<file path="config.mk">
export PLATFORM = sky130hd
export DESIGN_NAME = uart_packet_framer
export DESIGN_NICKNAME = d
export VERILOG_FILES = /design/src/rtl/uart_packet_framer.sv
export SDC_FILE = /design/constraint.sdc
export NUM_CORES = 1
export LEC_CHECK = 0
export CAP_MARGIN = 20
export CORE_UTILIZATION = 52
export CTS_CLUSTER_DIAMETER = 30
export CTS_CLUSTER_SIZE = 20
export DETAILED_ROUTE_END_ITERATION = 7
export GPL_ROUTABILITY_DRIVEN = 0
export PLACE_DENSITY_LB_ADDON = 0.12
export SETUP_SLACK_MARGIN = 0.3
export SYNTH_ARGS = -nofsm -noshare
export SYNTH_HDL_FRONTEND = slang
export SYNTH_SLANG_ARGS = --single-unit
</file>
<file path="constraint.sdc">
create_clock -name clk -period 3.6 [get_ports clk]
set_input_delay 0.54 -clock clk [delete_from_list [all_inputs] [get_ports clk]]
set_output_delay 0.54 -clock clk [all_outputs]
set_load 0.05 [all_outputs]
</file>
<file path="src/rtl/uart_packet_framer.sv">
// uart_packet_framer
// Collects a payload from a valid/ready producer into an internal buffer, then
// emits SOF, LEN, payload[, CHK] to the UART TX stage's byte-strobe interface,
// pacing each strobe against the TX stage's buffer-full flag.
// Optional feature macro: FRAMER_CHECKSUM_EN (adds the CHK word and checksum
// accumulator; when undefined, the payload is followed directly by DONE).
`default_nettype none

module uart_packet_framer #(
  parameter int          BIT_PER_WORD = 7,
  parameter int          MAX_LEN      = 16,
  parameter int unsigned SOF_WORD     = 32'hA5,
  parameter int          STROBE_GAP   = 4
) (
  input  logic                  clk,
  input  logic                  rst_n,
  input  logic [BIT_PER_WORD:0] in_data,
  input  logic                  in_valid,
  input  logic                  in_last,
  output logic                  in_ready,
  output logic [BIT_PER_WORD:0] tx_data,
  output logic                  tx_strobe,
  input  logic                  tx_full,
  output logic                  pkt_done,
  output logic                  overflow,
  output logic                  frame_busy,
  output logic [2:0]            state_out
);

  localparam int W  = BIT_PER_WORD + 1;
  localparam int IW = (MAX_LEN > 1) ? $clog2(MAX_LEN) : 1;
  localparam int GW = $clog2(STROBE_GAP);

  localparam logic [W-1:0]  SOF_W    = W'(SOF_WORD);
  localparam logic [W-1:0]  MAX_W    = W'(MAX_LEN);
  localparam logic [GW-1:0] GAP_LAST = GW'(STROBE_GAP - 1);

  typedef enum logic [2:0] {
    IDLE     = 3'd0,
    COLLECT  = 3'd1,
    SEND_SOF = 3'd2,
    SEND_LEN = 3'd3,
    SEND_PAY = 3'd4,
    SEND_CHK = 3'd5,
    DONE     = 3'd6
  } state_e;

  state_e        state_q;
  logic [W-1:0]  count_q;
  logic [W-1:0]  count_d;
  logic [W-1:0]  rd_q;
  logic          sent_q;
  logic [GW-1:0] gap_q;
  logic [W-1:0]  tx_data_q;
  logic          tx_strobe_q;
  logic          in_ready_q;
  logic          pkt_done_q;
  logic          overflow_q;
  logic [W-1:0]  buf_q [MAX_LEN];
  logic [W-1:0]  send_word;
  logic          accept;

`ifdef FRAMER_CHECKSUM_EN
  logic [W-1:0]  chk_q;
`endif

  // A word is taken only when the registered ready is up (IDLE/COLLECT only).
  assign accept  = in_valid && in_ready_q;
  assign count_d = count_q + W'(1);

  // Payload storage; IDLE always has count_q==0, so count_q is the write slot.
  always_ff @(posedge clk) begin
    if (accept) buf_q[count_q[IW-1:0]] <= in_data;
  end

`ifdef FRAMER_CHECKSUM_EN
  // Running payload sum; cleared between packets so IDLE starts from zero.
  always_ff @(posedge clk or negedge rst_n) begin
    if (!rst_n) begin
      chk_q <= '0;
    end else if (accept) begin
      chk_q <= chk_q + in_data;
    end else if (state_q == DONE) begin
      chk_q <= '0;
    end
  end
`endif

  // Word presented to the TX stage in the current SEND_* state.
  always_comb begin
    send_word = '0;
    case (state_q)
      SEND_SOF: send_word = SOF_W;
      SEND_LEN: send_word = count_q;
      SEND_PAY: send_word = buf_q[rd_q[IW-1:0]];
`ifdef FRAMER_CHECKSUM_EN
      // LEN + payload + CHK sums to zero modulo 2^W.
      SEND_CHK: send_word = W'(0) - (count_q + chk_q);
`endif
      default:  send_word = '0;
    endcase
  end

  // Framer FSM: collection, paced strobe sequencing and all registered outputs.
  always_ff @(posedge clk or negedge rst_n) begin
    if (!rst_n) begin
      state_q     <= IDLE;
      count_q     <= '0;
      rd_q        <= '0;
      sent_q      <= 1'b0;
      gap_q       <= '0;
      tx_data_q   <= '0;
      tx_strobe_q <= 1'b0;
      in_ready_q  <= 1'b0;
      pkt_done_q  <= 1'b0;
      overflow_q  <= 1'b0;
    end else begin
      tx_strobe_q <= 1'b0;
      pkt_done_q  <= 1'b0;
      case (state_q)
        IDLE, COLLECT: begin
          in_ready_q <= 1'b1;
          if (accept) begin
            count_q <= count_d;
            if (in_last || (count_d == MAX_W)) begin
              state_q    <= SEND_SOF;
              in_ready_q <= 1'b0;
              // Buffer filled without seeing the end of the payload.
              if (!in_last) overflow_q <= 1'b1;
            end else begin
              state_q <= COLLECT;
            end
          end
        end

        SEND_SOF, SEND_LEN, SEND_PAY, SEND_CHK: begin
          if (!sent_q) begin
            // tx_full is only consulted before launching a strobe.
            if (!tx_full) begin
              tx_data_q   <= send_word;
              tx_strobe_q <= 1'b1;
              sent_q      <= 1'b1;
              gap_q       <= GW'(1);
            end
          end else if (gap_q == GAP_LAST) begin
            // Gap elapsed: the next state may strobe on the following edge.
            sent_q <= 1'b0;
            gap_q  <= '0;
            case (state_q)
              SEND_SOF: state_q <= SEND_LEN;
              SEND_LEN: begin
                state_q <= SEND_PAY;
                rd_q    <= '0;
              end
              SEND_PAY: begin
                if (rd_q == (count_q - W'(1))) begin
                  rd_q <= '0;
`ifdef FRAMER_CHECKSUM_EN
                  state_q <= SEND_CHK;
`else
                  state_q    <= DONE;
                  pkt_done_q <= 1'b1;
`endif
                end else begin
                  rd_q <= rd_q + W'(1);
                end
              end
              default: begin
                state_q    <= DONE;
                pkt_done_q <= 1'b1;
              end
            endcase
          end else begin
            gap_q <= gap_q + GW'(1);
          end
        end

        DONE: begin
          state_q    <= IDLE;
          count_q    <= '0;
          in_ready_q <= 1'b1;
        end

        default: begin
          state_q    <= IDLE;
          in_ready_q <= 1'b0;
        end
      endcase
    end
  end

  assign in_ready   = in_ready_q;
  assign tx_data    = tx_data_q;
  assign tx_strobe  = tx_strobe_q;
  assign pkt_done   = pkt_done_q;
  assign overflow   = overflow_q;
  assign frame_busy = (state_q != IDLE);
  assign state_out  = state_q;

endmodule

`default_nettype wire

</file>
==> flow_metrics.env, run 1 <==
export IMPL_run_status="completed"
export IMPL_p_clk_frac=0.289
export IMPL_timing_setup_critical_path_class="reg -> reg"
export IMPL_tightest_slew_ns=0.827
export IMPL_timing_critical_path_to_type="flip-flop"
export IMPL_grt_start_max_net_pins=35
export IMPL_route_detailed_wl_per_inst_um=22.5
export IMPL_postSynthCellCount=461
export IMPL_core_area_mm2=0.0133
export IMPL_finalHoldViolations=0
export IMPL_globalRouteOverflowTotal=0
export IMPL_ioPinCount=29
export IMPL_clk_pin_slew_worst_paths_ns=0.06
export IMPL_intPower_mw=4.03
export IMPL_finClkSkew_ns=0.00623
export IMPL_grt_util_all_layers=0.234
export IMPL_cts_hold_repair_buffers=0
export IMPL_most_used_standard_cells_in_the_synthesized_netlist="128 x sky130_fd_sc_hd__edfxtp_1, 34 x sky130_fd_sc_hd__dfrtp_1, 28 x sky130_fd_sc_hd__mux4_2, 26 x sky130_fd_sc_hd__a21oi_1, 20 x sky130_fd_sc_hd__o21ai_0"
export IMPL_drt_initial_drc_count=322
export IMPL_drv_slew=0
export IMPL_crit_arrival_ns=2.92
export IMPL_timing_reg2reg_setup_slack_ns=0.99
export IMPL_finalSetupTns_ns=0
export IMPL_synth_top_cell_by_area="sky130_fd_sc_hd__edfxtp_1"
export IMPL_holdCritPathClass="reg -> reg"
export IMPL_final_antenna_net_count=0
export IMPL_power_share_combinational=0.316
export IMPL_netSwitchingFraction=0.340
export IMPL_synth_top_flop_cell="sky130_fd_sc_hd__edfxtp_1"
export IMPL_clock_insertion_delay_worst_skew_ns=0.42
export IMPL_timing_final_crit_period_ns=2.61
export IMPL_dp_final_hpwl_mm=9.94
export IMPL_synth_warnings=0
export IMPL_cell_variety_after_synth=55
export IMPL_max_fo_critical_path=12
export IMPL_timing_critical_path_from_type="flip-flop"
export IMPL_post_cts_setup_buffer_count=0
export IMPL_remaining_drc_errors=0
export IMPL_routed_wl_mm=15.2
export IMPL_num_antenna_cells=0
export IMPL_post_synth_top_area_fraction=0.536
export IMPL_max_freq_mhz=383
export IMPL_synth_edf_count=128
export IMPL_viasPerCell=6.03
export IMPL_area_overhead_of_the_layout_relative_to_synthesis_pct=14.1
export IMPL_dr_pass1_iters=5
export IMPL_design_die_area_mm2=0.0143
export IMPL_share_seq_of_total_power=0.395
export IMPL_unrepaired_setup_endpoints_after_global_routing="false"
export IMPL_first_pass_grt_wire_length_mm=23.8
export IMPL_wp_data_required_ns=3.91
export IMPL_fin_crit_sh=0.725
export IMPL_first_global_vias=4016
export IMPL_yosysSeqAreaShare=0.654
export IMPL_irDropWorstVdd_uv=374
export IMPL_clock_sinks=162
export IMPL_power_leakage_nw=2.90
export IMPL_timing_max_cap_violations=0
export IMPL_ctsLongestPathBuffers=2
export IMPL_initial_antenna_violation_count=0
export IMPL_dr_total_vias=4085
export IMPL_placementRows=42
export IMPL_synth_area_mm2=0.00718
export IMPL_avgSynthCellArea_um2=15.6
export IMPL_post_cts_resized=0
export IMPL_yosys_register_bits=162
export IMPL_switching_power_mw=2.07
export IMPL_clock_tree_htree_level_count=4
export IMPL_port_buffer_count=28
export IMPL_post_synthesis_net_count=484
export IMPL_dieHeight_um=119
export IMPL_setup_violations=0
export IMPL_layout_core_utilization=0.614
export IMPL_ys_top_cells_by_area="sky130_fd_sc_hd__edfxtp_1 54%, sky130_fd_sc_hd__dfrtp_1 12%, sky130_fd_sc_hd__mux4_2 8.8%"
export IMPL_chipWidth_um=119
export IMPL_maxSlewHeadroom=0.449
export IMPL_most_common_cell_in_the_synthesized_netlist="sky130_fd_sc_hd__edfxtp_1"
export IMPL_effective_utilization_at_floorplan=0.538
export IMPL_cts_tree="yes"
export IMPL_ys_async_sr_fraction=0.210
export IMPL_drive_gt1_frac=0.162
export IMPL_layout_nets=511
export IMPL_p_per_area_mw_per_mm2=745
export IMPL_cts_buffers_inserted=17
export IMPL_cts_root_buf="sky130_fd_sc_hd__clkbuf_16"
kinds of logic (layout without fill, tap and decap cells):
kind of cell               count (synthesis)  after routing  share of synthesized area
AOI/OAI and AO/OA                         88             88                     0.0802
adders and majority gates                 10             10                     0.0174
xor gates and xnor gates                  12             12                     0.0146
buffers and inverters                     46             86                     0.0312
muxes                                     41             41                      0.124
and+or+nand+nor                          102            102                     0.0779
DFF                                      162            162                      0.654
placed cells by master (no fill, tap or decap), types with 2 or more instances in the layout:
| cell | instances |
|---|---|
| sky130_fd_sc_hd__xor2_1 | 4 |
| sky130_fd_sc_hd__ha_1 | 10 |
| sky130_fd_sc_hd__mux2i_1 | 4 |
| sky130_fd_sc_hd__nand2b_1 | 5 |
| sky130_fd_sc_hd__a21oi_1 | 26 |
| sky130_fd_sc_hd__clkbuf_1 | 2 |
| sky130_fd_sc_hd__clkinvlp_4 | 3 |
| sky130_fd_sc_hd__bufinv_16 | 2 |
| sky130_fd_sc_hd__clkbuf_16 | 17 |
| sky130_fd_sc_hd__inv_2 | 2 |
| sky130_fd_sc_hd__o31ai_1 | 4 |
| sky130_fd_sc_hd__a31oi_1 | 2 |
| sky130_fd_sc_hd__nand4_1 | 2 |
| sky130_fd_sc_hd__clkinv_4 | 2 |
| sky130_fd_sc_hd__nor3_1 | 5 |
| sky130_fd_sc_hd__edfxtp_1 | 128 |
| sky130_fd_sc_hd__inv_1 | 14 |
| sky130_fd_sc_hd__nor2_1 | 18 |
| sky130_fd_sc_hd__mux4_1 | 8 |
| sky130_fd_sc_hd__nand3_1 | 15 |
| sky130_fd_sc_hd__xnor2_1 | 8 |
| sky130_fd_sc_hd__dfrtp_1 | 33 |
| sky130_fd_sc_hd__o22ai_1 | 2 |
| sky130_fd_sc_hd__a211oi_1 | 14 |
| sky130_fd_sc_hd__nand2_1 | 19 |
| sky130_fd_sc_hd__o21ai_0 | 20 |
| sky130_fd_sc_hd__a21o_1 | 5 |
| sky130_fd_sc_hd__mux4_2 | 28 |
| sky130_fd_sc_hd__a32o_1 | 2 |
| sky130_fd_sc_hd__clkdlybuf4s50_1 | 28 |
| sky130_fd_sc_hd__nor2b_1 | 7 |
| sky130_fd_sc_hd__and3_1 | 18 |
| sky130_fd_sc_hd__a22oi_1 | 2 |
| sky130_fd_sc_hd__inv_6 | 4 |
| sky130_fd_sc_hd__buf_4 | 9 |
per-stage QoR:
stage / std cells / hold WS [ns] / worst slack (ns) / total power [mW] / instance area [µm²]
after detailed placement: 645 / 0.453 / 1.02 / 4.38 / 7610
final: 677 / 0.463 / 0.990 / 6.10 / 8190
after floorplan: 461 / 0.244 / 1.01 / 3.83 / 7180
after global routing: 677 / 0.492 / 0.791 / 6.38 / 8190
after CTS: 677 / 0.469 / 0.995 / 6.15 / 8190
after global placement: 645 / 0.449 / 1.04 / 4.35 / 7610
area by class of cell:
cell class                      count  area, µm²
Timing Repair Buffer               38        368
Multi-Input combinational cell    253       2260
Clock inverter                     13        151
Inverter                           16       60.1
Sequential cell                   162       4700
Tap cell                          176        220
Clock buffer                       19        433
Fill cell                         992       5160
routing by layer:
layer,vias up,track usage,part of all wire
li1,1855,-,-
met1,2067,0.323,0.43
met2,139,0.372,0.51
met3,24,0.0450,0.048
met4,0,0.0844,0.018
met5,-,0,0
power by group through the flow:
| stage | Combinational (mW) | Sequential, mW | Clock [mW] |
|---|---|---|---|
| after detailed placement | 1.93 | 2.45 | 0 |
| after floorplan | 1.32 | 2.51 | 0 |
| after global placement | 1.91 | 2.44 | 0 |
| final | 1.93 | 2.41 | 1.77 |
| after global routing | 2.08 | 2.44 | 1.87 |
| after CTS | 1.95 | 2.41 | 1.79 |
critical path, stage by stage (launching register included):
cell and delay, ns:
sky130_fd_sc_hd__dfrtp_1 0.51, sky130_fd_sc_hd__inv_1 0.18, sky130_fd_sc_hd__ha_1 0.43, sky130_fd_sc_hd__nand3b_1 0.13, sky130_fd_sc_hd__o211ai_1 0.12, sky130_fd_sc_hd__o21ai_0 0.17, sky130_fd_sc_hd__a2111oi_4 0.48, sky130_fd_sc_hd__a21oi_4 0.17
sky130_fd_sc_hd__a21boi_1 0.16, sky130_fd_sc_hd__a21o_1 0.15
final timing paths:
kind | start | end | cells after the start
setup / recovery | count_q[0]$_DFFE_PN0P_ | rd_q[7]$_DFFE_PN0P_ | 9
hold / removal | overflow$_DFFE_PN0P_ | overflow$_DFFE_PN0P_ | 2
setup reg to reg | count_q[0]$_DFFE_PN0P_ | rd_q[7]$_DFFE_PN0P_ | 9
hold reg to reg | overflow$_DFFE_PN0P_ | overflow$_DFFE_PN0P_ | 2
max in group asynchronous | rst_n | rd_q[0]$_DFFE_PN0P_ | 2
min in group asynchronous | rst_n | count_q[6]$_DFFE_PN0P_ | 2
registers in the layout (all words and copies together), names as in the netlist:
signal / cells
buf_q: 128
count_q: 8
rd_q: 8
tx_data: 8
state_out: 3
gap_q: 2
in_ready: 1
overflow: 1
pkt_done: 1
sent_q: 1
tx_strobe: 1
Power figures use the tool's default switching activity.
==> run 2: changes to the inputs <==
==> constraint.sdc (replaced) <==
create_clock -name clk -period 2.2 [get_ports clk]
set_input_delay 0.33 -clock clk [delete_from_list [all_inputs] [get_ports clk]]
set_output_delay 0.33 -clock clk [all_outputs]
set_load 0.05 [all_outputs]
==> flow_metrics.env, run 2 (synthesized netlist as in run 1, its figures left out) <==
export IMPL_pre_cts_ws_ns=0.0280
export IMPL_grt_util_all_layers=0.248
export IMPL_grt_start_max_net_pins=37
export IMPL_remaining_drc_errors=0
export IMPL_viasPerCell=5.97
export IMPL_effective_utilization_at_floorplan=0.538
export IMPL_power_leakage_nw=3.30
export IMPL_clock_sinks=162
export IMPL_numPlacedInstances=681
export IMPL_finalHoldViolations=0
export IMPL_holdCritPathClass="reg -> reg"
export IMPL_max_freq_mhz=482
export IMPL_dpl_cell_area_mm2=0.00797
export IMPL_first_pass_grt_wire_length_mm=25.4
export IMPL_chipWidth_um=119
export IMPL_fin_ws_ns=0.124
export IMPL_drv_slew=0
export IMPL_finalSetupTns_ns=0
export IMPL_worst_hold_slack_ns=0.470
export IMPL_run_status="completed"
export IMPL_finClkSkew_ns=0.00920
export IMPL_globalRouteOverflowTotal=0
export IMPL_timing_critical_path_to_type="flip-flop"
export IMPL_wp_data_required_ns=2.50
export IMPL_clock_tree_htree_level_count=4
export IMPL_irDropWorstVdd_uv=634
export IMPL_worstHoldPathCells=2
export IMPL_core_area_mm2=0.0133
export IMPL_final_antenna_net_count=0
export IMPL_cts_tree="yes"
export IMPL_dr_pass1_iters=5
export IMPL_timing_setup_critical_path_class="reg -> reg"
export IMPL_fin_crit_sh=0.944
export IMPL_dp_final_hpwl_mm=10.8
export IMPL_setup_violations=0
export IMPL_clock_insertion_delay_worst_skew_ns=0.43
export IMPL_p_per_area_mw_per_mm2=1220
export IMPL_crit_arrival_ns=2.38
export IMPL_final_design_area_no_fill_mm2=0.00885
export IMPL_cts_buffers_inserted=17
export IMPL_drt_initial_drc_count=318
export IMPL_tightest_slew_ns=0.702
export IMPL_route_detailed_wl_per_inst_um=22.2
export IMPL_clk_pin_slew_worst_paths_ns=0.06
export IMPL_ctsLongestPathBuffers=2
export IMPL_dr_total_vias=4406
export IMPL_maxSlewHeadroom=0.532
export IMPL_timing_final_crit_period_ns=2.08
export IMPL_drive_gt1_frac=0.310
export IMPL_routed_wl_mm=16.4
export IMPL_design_power_total_mw=10.8
export IMPL_timing_critical_path_from_type="flip-flop"
export IMPL_area_overhead_of_the_layout_relative_to_synthesis_pct=23.4
export IMPL_port_buffer_count=28
export IMPL_dieHeight_um=119
export IMPL_design_die_area_mm2=0.0143
export IMPL_timing_reg2reg_worst_path_depth=9
export IMPL_most_common_layout_cells="128 x sky130_fd_sc_hd__edfxtp_1, 58 x sky130_fd_sc_hd__buf_4, 29 x sky130_fd_sc_hd__mux4_2"
export IMPL_timing_max_cap_violations=0
export IMPL_initial_antenna_violation_count=1
export IMPL_cts_root_buf="sky130_fd_sc_hd__clkbuf_16"
export IMPL_final_common_cell="sky130_fd_sc_hd__edfxtp_1"
export IMPL_first_global_vias=4538
export IMPL_final_cells=738
export IMPL_unrepaired_setup_endpoints_after_global_routing="true"
export IMPL_max_fo_critical_path=11
export IMPL_largest_register_ff_count=128
export IMPL_ioPinCount=29
export IMPL_placementRows=42
export IMPL_layout_core_utilization=0.663
export IMPL_layout_nets=571
-- run 2: cell types whose count changed in the layout (fill, tap and decap cells not counted), moves of 4 or more --
cell / change
sky130_fd_sc_hd__buf_4: +49
sky130_fd_sc_hd__clkdlybuf4s50_1: -17
sky130_fd_sc_hd__dlygate4sd2_1: +13
sky130_fd_sc_hd__o21ai_0: -7
sky130_fd_sc_hd__dfrtp_1: -6
sky130_fd_sc_hd__o21ai_1: +6
sky130_fd_sc_hd__buf_12: +5
sky130_fd_sc_hd__dfrtp_2: +5
sky130_fd_sc_hd__buf_6: +4
sky130_fd_sc_hd__inv_1: -4
-- run 2: worst max-delay path, cell delays in order (launching register included) --
cell,delay (ns)
sky130_fd_sc_hd__dfrtp_1,0.42
sky130_fd_sc_hd__buf_4,0.20
sky130_fd_sc_hd__nor3_2,0.15
sky130_fd_sc_hd__xnor2_1,0.14
sky130_fd_sc_hd__nand3_1,0.15
sky130_fd_sc_hd__a2111oi_4,0.38
sky130_fd_sc_hd__a21oi_4,0.16
sky130_fd_sc_hd__buf_4,0.17
sky130_fd_sc_hd__a21oi_2,0.11
sky130_fd_sc_hd__o22ai_1,0.08
-- run 2: area by class of cell --
class	count	area, µm²
antenna	1	2.50
clock buffer	18	429
clock inverter	14	176
fill	945	4500
inverter	16	62.6
multi-input combinational	253	2380
sequential	162	4710
tap	176	220
timing repair buffer	98	875
-- run 2: final timing paths --
path | startpoint | to | slack [ns]
worst max-delay path | count_q[0]$_DFFE_PN0P_ | rd_q[6]$_DFFE_PN0P_ | 0.12
worst min-delay path | overflow$_DFFE_PN0P_ | overflow$_DFFE_PN0P_ | 0.47
worst max register to register | count_q[0]$_DFFE_PN0P_ | rd_q[6]$_DFFE_PN0P_ | 0.12
worst min register to register | overflow$_DFFE_PN0P_ | overflow$_DFFE_PN0P_ | 0.47
max in group asynchronous | rst_n | count_q[3]$_DFFE_PN0P_ | 1.12
min in group asynchronous | rst_n | overflow$_DFFE_PN0P_ | 0.49
-- run 2: report_power, final --
group	internal, mW	total, mW	switching, mW	leakage, nW
Clock	1.80	3.02	1.22	0.287
Sequential	3.55	3.81	0.262	1.57
Combinational	1.81	3.93	2.12	1.44
Total	7.16	10.8	3.60	3.30
-- run 2: per-layer routing --
layer	up-vias	global-route usage	routed length, µm
met5	-	0	0
met1	2242	0.308	6780
li1	1970	-	-
met2	155	0.411	8340
met3	39	0.0489	726
met4	0	0.133	525
-- run 2: timing repair --
| item | 4_1_cts | 5_1_grt |
|---|---|---|
| pin swaps | 14 | 5 |
| gates resized for setup | 35 | 14 |
| setup buffers | 13 | 10 |
| endpoints found under the setup margin | 34 | 25 |
| hold buffers | 1 | 0 |
| hold endpoints to repair | 27 | 0 |
